[config.mk]
export PLATFORM = sky130hd
export DESIGN_NAME = fetch_addr_gen
export DESIGN_NICKNAME = d
export VERILOG_FILES = /design/src/rtl/risc_cpu_pkg.sv /design/src/rtl/pc_counter.sv /design/src/rtl/fetch_addr_gen.sv
export SDC_FILE = /design/constraint.sdc
export NUM_CORES = 1
export LEC_CHECK = 0
export ABC_AREA = 1
export CAP_MARGIN = 20
export CORE_UTILIZATION = 52
export DETAILED_ROUTE_END_ITERATION = 6
export GPL_TIMING_DRIVEN = 0
export PLACE_DENSITY = 0.86
export SYNTH_ARGS = -nofsm -noshare
export SYNTH_HDL_FRONTEND = slang
export SYNTH_SLANG_ARGS = --single-unit
[constraint.sdc]
create_clock -name clk -period 5 [get_ports clk]
set_clock_uncertainty 0.2 [all_clocks]
set_input_delay 1 -clock clk [delete_from_list [all_inputs] [get_ports clk]]
set_output_delay 1 -clock clk [all_outputs]
set_load 0.02 [all_outputs]
[src/rtl/risc_cpu_pkg.sv]
// Shared definitions for the small RISC CPU: bus widths, instruction field
// positions, memory map and the fetch sequencer state encoding.
package risc_cpu_pkg;

    localparam int ADDR_W = 13;
    localparam int DATA_W = 8;
    localparam int IR_W   = 16;

    localparam int OPCODE_MSB  = 15;
    localparam int OPCODE_LSB  = 13;
    localparam int OPERAND_MSB = 12;
    localparam int OPERAND_LSB = 0;

    localparam logic [12:0] ROM_BASE = 13'h0000;
    localparam logic [12:0] ROM_LAST = 13'h17FF;
    localparam logic [12:0] RAM_BASE = 13'h1800;
    localparam logic [12:0] RAM_LAST = 13'h1FFF;

    typedef enum logic [2:0] {
        IDLE     = 3'd0,
        FETCH_HI = 3'd1,
        FETCH_LO = 3'd2,
        EXEC     = 3'd3,
        HALT     = 3'd4
    } fsm_state_t;

    typedef enum logic [1:0] {
        PC_HOLD = 2'd0,
        PC_INC1 = 2'd1,
        PC_INC2 = 2'd2,
        PC_LOAD = 2'd3
    } pc_op_t;

endpackage

[src/rtl/pc_counter.sv]
// Program counter: hold, +1, +2 or load, all modulo 2^ADDR_W.
module pc_counter #(
    parameter int                ADDR_W   = risc_cpu_pkg::ADDR_W,
    parameter logic [ADDR_W-1:0] RESET_PC = '0
) (
    input  logic                 clk,
    input  logic                 rst_n,
    input  risc_cpu_pkg::pc_op_t op,
    input  logic [ADDR_W-1:0]    load_value,
    output logic [ADDR_W-1:0]    pc
);
    import risc_cpu_pkg::*;

    always_ff @(posedge clk or negedge rst_n) begin
        if (!rst_n) begin
            pc <= RESET_PC;
        end else begin
            case (op)
                PC_INC1: pc <= pc + ADDR_W'(1);
                PC_INC2: pc <= pc + ADDR_W'(2);
                PC_LOAD: pc <= load_value;
                default: pc <= pc;
            endcase
        end
    end

endmodule

[src/rtl/fetch_addr_gen.sv]
// Instruction fetch sequencer: fetches a 16-bit instruction as two bytes,
// presents the operand address during EXEC and updates the PC on exec_done.
module fetch_addr_gen #(
    parameter int                ADDR_W   = risc_cpu_pkg::ADDR_W,
    parameter int                DATA_W   = risc_cpu_pkg::DATA_W,
    parameter logic [ADDR_W-1:0] RESET_PC = ADDR_W'(13'h0000)
) (
    input  logic              clk,
    input  logic              rst_n,
    input  logic              ena,
    input  logic [DATA_W-1:0] data,
    input  logic              exec_done,
    input  logic              jump,
    input  logic              skip,
    input  logic              halt_req,
    output logic [ADDR_W-1:0] addr,
    output logic              rd,
    output logic [15:0]       ir,
    output logic              ir_valid,
    output logic [ADDR_W-1:0] pc,
    output logic              halted
);
    import risc_cpu_pkg::*;

    fsm_state_t state, state_nxt;
    pc_op_t     pc_op;
    logic       load_hi, load_lo;

    always_ff @(posedge clk or negedge rst_n) begin
        if (!rst_n) begin
            state <= IDLE;
        end else begin
            state <= state_nxt;
        end
    end

    // Flags are only honoured on the exec_done edge; halt_req outranks jump outranks skip.
    always_comb begin
        state_nxt = state;
        pc_op     = PC_HOLD;
        load_hi   = 1'b0;
        load_lo   = 1'b0;
        case (state)
            IDLE: begin
                if (ena) state_nxt = FETCH_HI;
            end
            FETCH_HI: begin
                load_hi   = 1'b1;
                pc_op     = PC_INC1;
                state_nxt = FETCH_LO;
            end
            FETCH_LO: begin
                load_lo   = 1'b1;
                pc_op     = PC_INC1;
                state_nxt = EXEC;
            end
            EXEC: begin
                if (exec_done) begin
                    if (halt_req) begin
                        state_nxt = HALT;
                    end else begin
                        if (jump)      pc_op = PC_LOAD;
                        else if (skip) pc_op = PC_INC2;
                        state_nxt = ena ? FETCH_HI : IDLE;
                    end
                end
            end
            HALT: begin
                state_nxt = HALT;
            end
            default: begin
                state_nxt = IDLE;
            end
        endcase
    end

    always_ff @(posedge clk or negedge rst_n) begin
        if (!rst_n) begin
            ir       <= 16'h0000;
            ir_valid <= 1'b0;
        end else begin
            if (load_hi) ir[15:8] <= data;
            if (load_lo) ir[7:0]  <= data;
            ir_valid <= load_lo;
        end
    end

    pc_counter #(
        .ADDR_W   (ADDR_W),
        .RESET_PC (RESET_PC)
    ) u_pc (
        .clk        (clk),
        .rst_n      (rst_n),
        .op         (pc_op),
        .load_value (ADDR_W'(ir[OPERAND_MSB:OPERAND_LSB])),
        .pc         (pc)
    );

    // Outputs decode from registered state only, so no input reaches them combinationally.
    assign addr   = (state == EXEC) ? ADDR_W'(ir[OPERAND_MSB:OPERAND_LSB]) : pc;
    assign rd     = (state == FETCH_HI) || (state == FETCH_LO);
    assign halted = (state == HALT);

endmodule

==> impl_metrics.json, run 1 <==
{
  "wl_um": 5978,
  "critPathKind": "reg -> out",
  "cts_max_path_buffers": 2,
  "synth_seq_cells": 33,
  "setup_viol": 0,
  "antennaDiodeCount": 0,
  "power_density_nw_per_um2": 765.0,
  "drive_above_1_share_pct": 8.625,
  "yosys_warnings": 0,
  "yosysUniqueCellTypes": 32,
  "wl_per_cell_um": 14.20,
  "crit_fanout": 10,
  "n_fill_cell": 334,
  "grt_busiest_layer": "met2",
  "num_vias": 2323,
  "die_y_um": 66.48,
  "fmax_mhz": 284.9,
  "grt.overflow.total": 0,
  "portBuffers": 59,
  "cts_hold_buf": 0,
  "via_per_inst": 5.518,
  "cp-end-kind": "output port",
  "hpwl_um": 4397,
  "max_slew.worst_pin.slew_ps": 743.2,
  "synth_top_area_cell": "dfrtp_1",
  "ir_drop_mv": 0.4970,
  "syn_avg_cell_area_um2": 7.112,
  "cts_buffers": 5,
  "synth_top_area_share_pct": 38.19,
  "hold_viol": 0,
  "synth_edf_count": 0,
  "yosysMostFrequentCell": "nand2_1",
  "cp.required_ps": 3800,
  "arrival_ps": 2310,
  "synth_nets": 321,
  "postLayoutCellArea_um2": 2893,
  "status": "complete, no violations",
  "ctsResizeCount": 0,
  "grt_pass1_vias": 2143,
  "path_clk_slew_ps": 70,
  "start_util_pct": 54.05,
  "ant_nets": 0,
  "slew_violations": 0,
  "cts_root_buffer": "clkbuf_8",
  "die_area_um2": 4420,
  "drtPass1Iterations": 6,
  "core_area_um2": 4000,
  "area_growth_pct": 33.80,
  "grt_max_degree": 34,
  "synthTopCellsByCount": "87 x nand2_1, 35 x o21ai_0, 34 x inv_1, 33 x dfrtp_1",
  "track_usage_pct": 30.06,
  "yosysSeqAreaShare_pct": 38.19,
  "h-tree-depth": 2,
  "finalCritPeriodShare_pct": 70.21,
  "gp_congestion": 0.8922,
  "post-route-min-period_ps": 3510,
  "grt_pass1_wl_um": 9894,
  "gr-usage-met1_pct": 38.29,
  "clk_latency_ps": 300,
  "placed_area_um2": 2810,
  "start_kind": "flip-flop",
  "drc": 0,
  "tns_ps": 0,
  "grt_antenna_before_repair": 0,
  "die_w_um": 66.48,
  "p_leak_nw": 1.378,
  "synth.top_cells.by_area": "dfrtp_1 38%, nand2_1 15%, o21ai_0 8.1%",
  "min_path_type": "reg -> reg",
  "rsz0062_at_grt": "no",
  "grtUsageMet2_pct": 49.36,
  "ys.flop_type": "dfrtp_1",
  "post-cts-setup-buffers": 0,
  "cts_sinks": 33,
  "row_count": 23,
  "dr.first_iter.drc_count": 209,
  "drv_cap": 0,
  "syn_area_um2": 2162,
  "cts_tree": "yes",
  "synthCells": 304,
  "io_pins": 60,
  "grtUsageMet3_pct": 7.192,
  "nets": 387,
  "slew_headroom_pct": 50.45,
  "async_reset_ff_share_pct": 100.0
}
## report_power, final
| part | switching (mW) | internal (mW) |
|---|---|---|
| clock | 0.103 | 0.0964 |
| sequential | 0.166 | 0.394 |
| combinational | 0.851 | 0.603 |
| total | 1.12 | 1.09 |
## cells by family (layout without fill, tap and decap cells)
logic type	count (synthesis)	in the layout	synth area share [%]
AND/OR/NAND/NOR	159	159	34.43
AO/OA/AOI/OAI	57	57	14.24
buffers and inverters	46	113	9.143
flip-flops	33	33	38.19
XOR/XNOR	7	7	2.836
adder cells (fa/ha/maj)	2	2	1.157
## flip-flops by register name (all words and copies together) (netlist names)
name and flops:
state 3, u_pc.pc 13, ir_valid 1, ir 16
## layout make-up
| type | instances | area, um2 | area share [%] |
|---|---|---|---|
| tap | 50 | 62.56 | 2.163 |
| buffer | 9 | 58.81 | 2.033 |
| sequential | 33 | 825.8 | 28.55 |
| timing repair buffer | 59 | 585.6 | 20.24 |
| multi-input combinational | 225 | 1139 | 39.36 |
| clock buffer | 6 | 72.57 | 2.509 |
| inverter | 37 | 138.9 | 4.801 |
| clock inverter | 2 | 10.01 | 0.3460 |
## worst paths after layout
kind	start	end	slack (ps)	depth (start not counted)
worst max-delay path	state[0]$_DFFE_PN0P_	addr[7]	1490	7
worst min-delay path	ir[14]$_DFFE_PN0P_	ir[14]$_DFFE_PN0P_	290	2
worst max register to register	u_pc.pc[1]$_DFFE_PN0P_	u_pc.pc[9]$_DFFE_PN0P_	3040	7
worst min register to register	ir[14]$_DFFE_PN0P_	ir[14]$_DFFE_PN0P_	290	2
max in group asynchronous	rst_n	ir[2]$_DFFE_PN0P_	3550	1
min in group asynchronous	rst_n	u_pc.pc[11]$_DFFE_PN0P_	560	1
## layer usage
layer	wire length [um]	vias up	part of all wire [%]
li1	-	1107	-
met2	2886	108	48
met1	2513	1091	42
met5	0	-	0
met3	452	17	7.6
met4	125	0	2.1
## critical path, cell delays in order (launching register included)
cell             delay [ps]
dfrtp_1                 460
nand2_2                 100
nor2_4                  110
buf_6                   150
clkbuf_1                370
nand2_1                 100
o21ai_0                 100
clkdlybuf4s50_1         630
## cell usage in the layout (no fill, tap or decap), drive strengths merged, types with 2 or more instances in the layout
cell type / synthesis / routed
xor2: 7 / 7
ha: 2 / 2
buf: 5 / 6
a21oi: 9 / 9
nand2: 92 / 92
clkbuf: 4 / 10
nand3: 28 / 28
nand4: 4 / 4
clkdlybuf4s50: 0 / 58
nor2: 32 / 32
o21ai: 41 / 41
or2: 2 / 2
o211ai: 2 / 2
dfrtp: 33 / 33
inv: 36 / 36
clkinv: 1 / 3
## through the flow
stage                     worst slack, ps  instances  power [mW]  utilization (%)  hold slack [ps]
after floorplan                      2431        304       1.403                -            392.0
after global placement               1876        413       1.958            70.38            275.8
after detailed placement             1833        413       1.997            70.25            272.4
after CTS                            1510        421       2.204            72.32            289.0
after global routing                 1402        421       2.380            72.32            301.1
final                                1490        421       2.213            72.32            290.3
No activity file was read; power rests on OpenSTA's default activity.
==> run 2, diff against run 1 <==
Settings changed: CORE_UTILIZATION 52 to 48, PLACE_DENSITY 0.86 to 0.8.
Clock period 5 ns to 3.7 ns, I/O delays scaled along.
==> run 2 against run 1 <==
Net effect:
- power grew 39%
- cell count grew 0.48%
- register-to-register slack lost 1400 ps
- final area grew 1.3%
- routed wire length shrank 3.9%
- clock power grew 81%
- combinational power grew 35%
- sequential power grew 33%
==> impl_metrics.json, run 2 (same netlist as run 1, synthesis figures left out) <==
{
  "area_growth_pct": 35.47,
  "p_leak_nw": 1.392,
  "hold_viol": 0,
  "arrival_ps": 2250,
  "clk_latency_ps": 280,
  "postLayoutCellArea_um2": 2929,
  "h-tree-depth": 2,
  "cp-end-kind": "output port",
  "antennaDiodeCount": 0,
  "hpwl_um": 4236,
  "min_path_type": "reg -> reg",
  "critPathKind": "reg -> out",
  "start_kind": "flip-flop",
  "max_slew.worst_pin.slew_ps": 759.4,
  "wl_um": 5743,
  "core_area_um2": 4354,
  "track_usage_pct": 25.05,
  "num_vias": 2243,
  "grt_antenna_before_repair": 0,
  "placed_area_um2": 2813,
  "finalCritPeriodShare_pct": 86.28,
  "largest_reg_flops": 16,
  "drc": 0,
  "largest_register": "ir",
  "cts_buffers": 5,
  "gp_congestion": 0.8868,
  "ir_drop_mv": 0.5139,
  "dr.first_iter.drc_count": 87,
  "grt_pass1_wl_um": 9742,
  "multi_input_area_um2": 1139,
  "fmax_mhz": 313.3,
  "crit_fanout": 10,
  "via_per_inst": 5.303,
  "die_area_um2": 4777,
  "start_util_pct": 49.66,
  "grt_pass1_vias": 2115,
  "cts_tree": "yes",
  "final_cell_mix": "87 x nand2_1, 58 x clkdlybuf4s50_1, 35 x o21ai_0",
  "path_clk_slew_ps": 70,
  "grt_max_degree": 34,
  "drv_cap": 0,
  "setup_viol": 0,
  "cts_hold_buf": 0,
  "row_count": 24,
  "io_pins": 60,
  "die_w_um": 69.12,
  "post-cts-setup-buffers": 0,
  "slew_headroom_pct": 49.37,
  "tns_ps": 0,
  "reg_top3": "ir: 16 flops, u_pc.pc: 13 flops, state: 3 flops",
  "cts_sinks": 33,
  "die_y_um": 69.12,
  "seqCellArea_um2": 825.8,
  "nets": 387,
  "drive_above_1_share_pct": 8.625,
  "drtPass1Iterations": 6,
  "grt.overflow.total": 0,
  "ctsResizeCount": 0,
  "ant_nets": 0,
  "cp.required_ps": 2760,
  "n_fill_cell": 396,
  "power.total_mw": 3.067,
  "portBuffers": 59,
  "cts_max_path_buffers": 2,
  "mostFrequentLayoutCell": "nand2_1",
  "wl_per_cell_um": 13.58,
  "cts_root_buffer": "clkbuf_8",
  "post-route-min-period_ps": 3192,
  "rsz0062_at_grt": "no",
  "hold_ws_ps": 294.4,
  "status": "complete, no violations",
  "finish.utilization_pct": 67.27,
  "power_density_nw_per_um2": 1047,
  "slew_violations": 0
}
run 2: per-stage QoR:
stage	worst slack, ps	cells
floorplan	1391	304
global placement	822.4	415
detailed placement	795.6	415
CTS	502.8	423
global route	365.5	423
finish	507.8	423
run 2: worst paths after layout:
path                                           endpoint                   start  cells past startpoint  slack (ps)
worst max-delay path                            addr[7]    state[0]$_DFFE_PN0P_                      7         510
worst min-delay path                 ir[13]$_DFFE_PN0P_      ir[13]$_DFFE_PN0P_                      2         290
worst max register to register   u_pc.pc[9]$_DFFE_PN0P_  u_pc.pc[1]$_DFFE_PN0P_                      7        1670
worst min register to register       ir[13]$_DFFE_PN0P_      ir[13]$_DFFE_PN0P_                      2         290
max in group asynchronous             ir[3]$_DFFE_PN0P_                   rst_n                      1        2490
min in group asynchronous       u_pc.pc[10]$_DFFE_PN0P_                   rst_n                      1         320
run 2: where the power goes:
group / switching, mW / internal [mW]
combinational: 1.15 / 0.816
sequential: 0.214 / 0.533
clock: 0.140 / 0.220
run 2: worst max-delay path, cell delays in order (launching register included):
cell and delay, ps:
dfrtp_1 460, nand2_2 90, nor2_4 110, buf_6 160, clkbuf_1 340, nand2_1 80
o21ai_0 100, clkdlybuf4s50_1 640
run 2: final cells by class:
class,instances,share of cell area (%)
tap,52,2.221
clock buffer,7,2.947
buffer,9,2.008
multi-input combinational,225,38.87
inverter,37,4.742
sequential,33,28.19
timing repair buffer,59,19.99
clock inverter,1,1.025
run 2: routing by layer:
metal | wire, um | share of wire [%] | GRT usage [%] | vias to the layer above
met3 | 405 | 7.1 | 4.678 | 9
met5 | 0 | 0 | 0 | -
met1 | 2513 | 44 | 32.86 | 1027
met2 | 2772 | 48 | 42.29 | 94
met4 | 51 | 0.89 | 6.803 | 0
li1 | - | - | - | 1113
